===== src/rtl/iter_unit_arb.sv =====
// Two-requester round-robin arbiter sequencing a multi-step iterative datapath (optional ITER_UNIT_EARLY_DONE_EN).
// Latency: accept edge, STEP_NUM RUN cycles, then rsp_valid; req_ready is combinational from req_valid/flush.
// Backpressure: rsp_valid holds in DONE until rsp_ready; no new grant until the response handshake completes.
module iter_unit_arb #(
    parameter int STEP_NUM   = 40,
    parameter int STEP_WIDTH = 6
) (
    input  logic                  clk,
    input  logic                  reset,
    input  logic [1:0]            req_valid,
    output logic [1:0]            req_ready,
    input  logic                  flush,
    output logic                  dp_start,
    output logic                  dp_step_en,
    output logic [STEP_WIDTH-1:0] dp_step_cnt,
    output logic                  dp_owner,
    output logic                  rsp_valid,
    input  logic                  rsp_ready
`ifdef ITER_UNIT_EARLY_DONE_EN
    ,
    input  logic                  dp_early_done
`endif
);

    typedef enum logic [1:0] {IDLE, RUN, DONE} state_t;

    localparam logic [STEP_WIDTH-1:0] LAST_STEP = STEP_WIDTH'(STEP_NUM - 1);

    state_t                state, state_nxt;
    logic [STEP_WIDTH-1:0] cnt, cnt_nxt;
    logic                  owner, owner_nxt;
    logic                  last_owner, last_owner_nxt;
    logic [1:0]            grant;
    logic                  early_done;

`ifdef ITER_UNIT_EARLY_DONE_EN
    assign early_done = dp_early_done;
`else
    assign early_done = 1'b0;
`endif

    // On a tie the requester that did not finish last wins.
    always_comb begin
        grant = 2'b00;
        case (req_valid)
            2'b01:   grant = 2'b01;
            2'b10:   grant = 2'b10;
            2'b11:   grant = last_owner ? 2'b01 : 2'b10;
            default: grant = 2'b00;
        endcase
    end

    assign req_ready = (state == IDLE && !flush && reset) ? grant : 2'b00;

    always_comb begin
        state_nxt      = state;
        cnt_nxt        = cnt;
        owner_nxt      = owner;
        last_owner_nxt = last_owner;
        if (flush) begin
            state_nxt = IDLE;
            cnt_nxt   = '0;
        end else begin
            case (state)
                IDLE: begin
                    if (|req_ready) begin
                        state_nxt = RUN;
                        cnt_nxt   = '0;
                        owner_nxt = req_ready[1];
                    end
                end
                RUN: begin
                    if (cnt == LAST_STEP || early_done) begin
                        state_nxt = DONE;
                        cnt_nxt   = '0;
                    end else begin
                        cnt_nxt = cnt + 1'b1;
                    end
                end
                DONE: begin
                    if (rsp_ready) begin
                        state_nxt      = IDLE;
                        last_owner_nxt = owner;
                    end
                end
                default: begin
                    state_nxt = IDLE;
                    cnt_nxt   = '0;
                end
            endcase
        end
    end

    always_ff @(posedge clk or negedge reset) begin
        if (!reset) begin
            state      <= IDLE;
            cnt        <= '0;
            owner      <= 1'b0;
            last_owner <= 1'b1;
        end else begin
            state      <= state_nxt;
            cnt        <= cnt_nxt;
            owner      <= owner_nxt;
            last_owner <= last_owner_nxt;
        end
    end

    assign dp_step_en  = (state == RUN);
    assign dp_start    = (state == RUN) && (cnt == '0);
    assign rsp_valid   = (state == DONE);
    assign dp_step_cnt = cnt;
    assign dp_owner    = owner;

endmodule


===== config.mk =====
export PLATFORM = sky130hd
export DESIGN_NAME = iter_unit_arb
export DESIGN_NICKNAME = d
export VERILOG_FILES = /design/src/rtl/iter_unit_arb.sv
export SDC_FILE = /design/constraint.sdc
export NUM_CORES = 1
export LEC_CHECK = 0
export CORE_MARGIN = 4
export CORE_UTILIZATION = 43
export CTS_CLUSTER_DIAMETER = 50
export DETAILED_ROUTE_END_ITERATION = 8
export GPL_TIMING_DRIVEN = 0
export PLACE_DENSITY = 0.76
export SETUP_SLACK_MARGIN = 0.2
export SLEW_MARGIN = 20
export SYNTH_ARGS = -nofsm -noshare
export SYNTH_HDL_FRONTEND = slang
export SYNTH_SLANG_ARGS = --single-unit

===== constraint.sdc =====
create_clock -name clk -period 1.8 [get_ports clk]
set_clock_uncertainty 0.15 [all_clocks]
set_input_delay 0.36 -clock clk [delete_from_list [all_inputs] [get_ports clk]]
set_output_delay 0.36 -clock clk [all_outputs]
set_load 0.05 [all_outputs]

# == Word-level counts from Yosys, hierarchy flattened ==
# Index checks and enable logic that the tools add are counted.
# word_totals
reg_bits,10
in_bits,6
wordCells,39
# op_classes
n_addsub,1
n_eq_ne,10
n_mux,12
bitwise,1
reduce_logical,11
# ops
operator,count
6-bit two-way mux,3
6-bit case mux with 3 select lines,1
2-bit two-way mux,6
2-bit case mux with 3 select lines,2
3-bit by 2-bit inequality test with 1-bit output (second input constant),3
3-bit AND reduction,3
6-bit by 1-bit adder with 6-bit output (second input constant),1
2-bit == test (second input constant),3
6-bit == test (second input constant),1
6-bit logical NOT,1
2-bit by 1-bit == test with 1-bit output (second input constant),2
1-bit logical AND,3
2-bit logical NOT,1
2-bit inequality test (second input constant),1
2-bit AND reduction,1
2-bit OR reduction,1
1-bit logical NOT,1
1-bit inverter,1

# == Logic depth before layout (Yosys ltp) ==
# logic_depth
depth_word,8
depth_mapped,5

# == Worst setup path after synthesis ==
# Ideal clock, no wire load.
# synth_timing
path_type,register to output
startpoint,"reg cnt[0], in the netlist dp_step_cnt[0]"
endpoint,out dp_start
t_arrival_ns,2.327
required_time_ns,1.290
slack_ns,-1.037
path_stages_with_launch,5
path_buffers,0
path_cell_list,dfrtp_1 > inv_1 > ha_1 > nand2_1 > nor4_1
# synth_via
elab_chain_cells,2
# synth_lines
element,line,rtl
"start, declared",30,"logic [STEP_WIDTH-1:0] cnt, cnt_nxt;"
"start signal, assigned",102,cnt <= cnt_nxt;
6-bit logical NOT,109,assign dp_start = (state == RUN) && (cnt == '0);
1-bit logical AND,109,
"end, declared",13,"output logic dp_start,"
# No other way between the ends.

# == Final worst setup path ==
# layout_timing
startpoint,reg state[1]
endpoint,out req_ready[1]
# layout_via
elab_chain_cells,4
# layout_lines
element,line,rtl
"start, declared",29,"state_t state, state_nxt;"
"start signal, assigned",101,state <= state_nxt;
2-bit logical NOT,53,assign req_ready = (state == IDLE && !flush && reset) ? grant : 2'b00;
1-bit logical AND (2 in a row),53,
2-bit two-way mux,53,
"end, declared",11,"output logic [1:0] req_ready,"
# No other way between the ends.

==> results.toml <==
[status]
status = "finished with violations"
violations = "setup timing"

[sta]
fin_hold_ws_ns = 0.0345
finalHoldViolations = 0
max-slew-margin-rel_pct = 71.1
rsz0062_at_grt = "yes"
clock.fmax_mhz = 489
fin_crit_sh_pct = 114
finalSetupViolCount = 4
min_period_ns = 2.04
tightest_slew_ns = 0.432
slew_violations = 0
postLayoutSetupSlackWorst_ns = -0.243

[detailed_routing]
first_pass_iters = 4
routed_wl_mm = 2.82
vias = 727
antenna_left = 0
detail_route.iter0.violations = 33
routedWlPerCell_microns = 24.1
wl_met1_microns = 999
drc = 0
dr_wl_met3_microns = 222
wl_met2_mm = 1.42
routed_via_density = 6.21
top_layer = "met4"

[global_routing]
grt_max_degree = 10
overflow = 0
grt_usage_pct = 22.9
grt_pass1_wl_mm = 3.11
antenna_found_initial = 0
grt_pass1_vias = 633

[synthesis]
yosys-top-cells-area = "dfrtp_1 (40%), o21ai_0 (5.3%), nand2_1 (5.3%)"
synth_area_sq_um = 568
ys.flop_type = "dfrtp_1"
async_reset_ff_share_pct = 100
syn_inst = 64
synth_edf_count = 0
ys.warnings.count = 0
syn_nets = 72
synth_top_area_cell = "dfrtp_1"
synth_seq_cells = 10
syn_avg_cell_area_sq_um = 8.88
synth_top_area_share_pct = 39.6
ys_seq_area_share_pct = 44.3
synth_cell_types = 23

[floorplanning]
io_pins = 18
die_area_sq_mm = 0.00197
die_x_microns = 44.3
core_sq_mm = 0.00117
dieHeight_microns = 44.3
start_util_pct = 48.5
num_rows = 12

[flow_run]
drv_cap = 0

[critical_path]
slowest_delay_ns = 0.42
path_cells = "nand2b_4 > nor3_4 > nand2_2 > a21oi_4 > buf_6"
cpMaxStageDelayCell = "dfrtp_1"
cp_max_fo = 4
endpoint_kind = "output port"
crit_arrival_ns = 1.53
reg2reg_slack_ns = -0.07
cp.required_ns = 1.29
path_class = "reg -> out"
startpoint_type = "register"

[power]
power.density_mw_per_mm2 = 628
ir_drop_mv = 0.495
p_leak_nw = 0.477

[clock_network]
numCtsBuffers = 3
clockBufferDepth = 2
cts-root-buf = "clkbuf_4"
path_clk_slew_ns = 0.07
cts.sinks = 10
cts_tree = "done"
worstSkewPairLatency_ns = 0.28
htreeDepth = 1

[hold_path]
hold_path_class = "in -> async"

[finish]
areaGrowthSynthToFinish_pct = 94.7
drive_gt1_share_pct = 66.0
final_cells = 117
nFillCells = 37
final_nets = 112
antenna_cells = 0

[placed_design]
gp_congestion = 0.762
port_buffers = 17
dp_cells = 95
dp_hpwl_mm = 1.07
worst paths after layout:
path,startpoint,endpoint,cells past startpoint
setup / recovery,state[1]$_DFFE_PN0P_,req_ready[1],5
hold / removal,reset,last_owner$_DFFE_PN1P_,1
setup reg to reg,state[1]$_DFFE_PN0P_,dp_step_cnt[5]$_DFFE_PN0P_,4
hold reg to reg,dp_owner$_DFFE_PN0P_,last_owner$_DFFE_PN1P_,1
max in group asynchronous,reset,dp_step_cnt[5]$_DFFE_PN0P_,2
min in group clk,dp_owner$_DFFE_PN0P_,last_owner$_DFFE_PN1P_,1
power by group:
group	internal, W	switching, W	leakage, nW
clock	0.000123	0.0000917	0.0210
sequential	0.000236	0.0000139	0.120
combinational	0.0000956	0.000134	0.336
total	0.000455	0.000240	0.477
per-layer routing:
metal,track usage (%),up-vias
met5,0,-
met2,39.0,63
li1,-,303
met3,6.50,19
met1,26.6,342
met4,9.64,0
flip-flops by register name, indices dropped and copies added (netlist names):
| name | count |
|---|---|
| state | 2 |
| dp_step_cnt | 6 |
| dp_owner | 1 |
| last_owner | 1 |
cells in the mapped netlist (all sizes together), types with 2 or more instances:
cell type / n
inv: 4
nand3: 4
and2b: 2
a21oi: 3
o21ai: 7
nand2b: 3
nor4: 2
nor2: 7
ha: 2
o31ai: 2
dfrtp: 9
a22o: 2
nand2: 8
cell type report:
type / instances / area [sq um] / area share [%]
flip-flops and latches: 10 / 260 / 23.5
repair buffers: 35 / 335 / 30.3
clock buffers: 4 / 36.3 / 3.28
multi-input cells: 50 / 442 / 39.9
inverters: 4 / 15.0 / 1.36
well taps: 14 / 17.5 / 1.58
stage by stage:
| step | setup slack [ns] | area (sq um) | power, W | utilization, % | setup TNS, ns |
|---|---|---|---|---|---|
| after floorplan | -0.110 | 642 | 0.000352 | - | -0.110 |
| after global placement | -1.30 | 830 | 0.000411 | 70.8 | -5.98 |
| after detailed placement | -1.30 | 830 | 0.000413 | 70.8 | -6.04 |
| after CTS | -0.114 | 958 | 0.000644 | 81.8 | -0.322 |
| after global routing | -0.294 | 1110 | 0.000717 | 94.4 | -0.809 |
| final | -0.243 | 1110 | 0.000695 | 94.4 | -0.660 |
timing repair:
action / CTS / global route
endpoints found under the setup margin: 20 / 13
gates resized for setup: 85 / 20
hold buffers: 1 / 0
hold endpoints to repair: 9 / 0
pin swaps: 4 / 4
buffers inserted: 7 / 10
kinds of logic after synthesis:
group / after synthesis / share of synthesized area (%)
flops: 10 / 44.3
buf+inv: 4 / 2.64
simple gates: 31 / 28.6
mux: 1 / 1.98
compound gates: 16 / 18.1
fa+ha+maj: 2 / 4.40
worst max-delay path, delay by kind of cell (launching register included):
family,cells,cell delay (ns)
buffers and inverters,1,0.17
AO/OA/AOI/OAI,1,0.15
AND/OR/NAND/NOR,3,0.50
flip-flops,1,0.42
cell usage in the layout, fill, tap and decap left out, types with 2 or more instances in the layout:
cell type	instances
and2b_2	2
dfrtp_1	2
buf_6	7
a22o_1	2
clkdlybuf4s15_2	2
nor2_1	6
dfrtp_2	7
buf_2	2
inv_2	3
clkbuf_4	5
buf_8	4
a21oi_1	2
ha_4	2
nand2_2	3
o21ai_1	2
o21ai_0	4
buf_4	12
nand2b_4	2
nand2_1	5
clkdlybuf4s50_1	3
nand3_1	2
(Power assumes the default switching activity.)
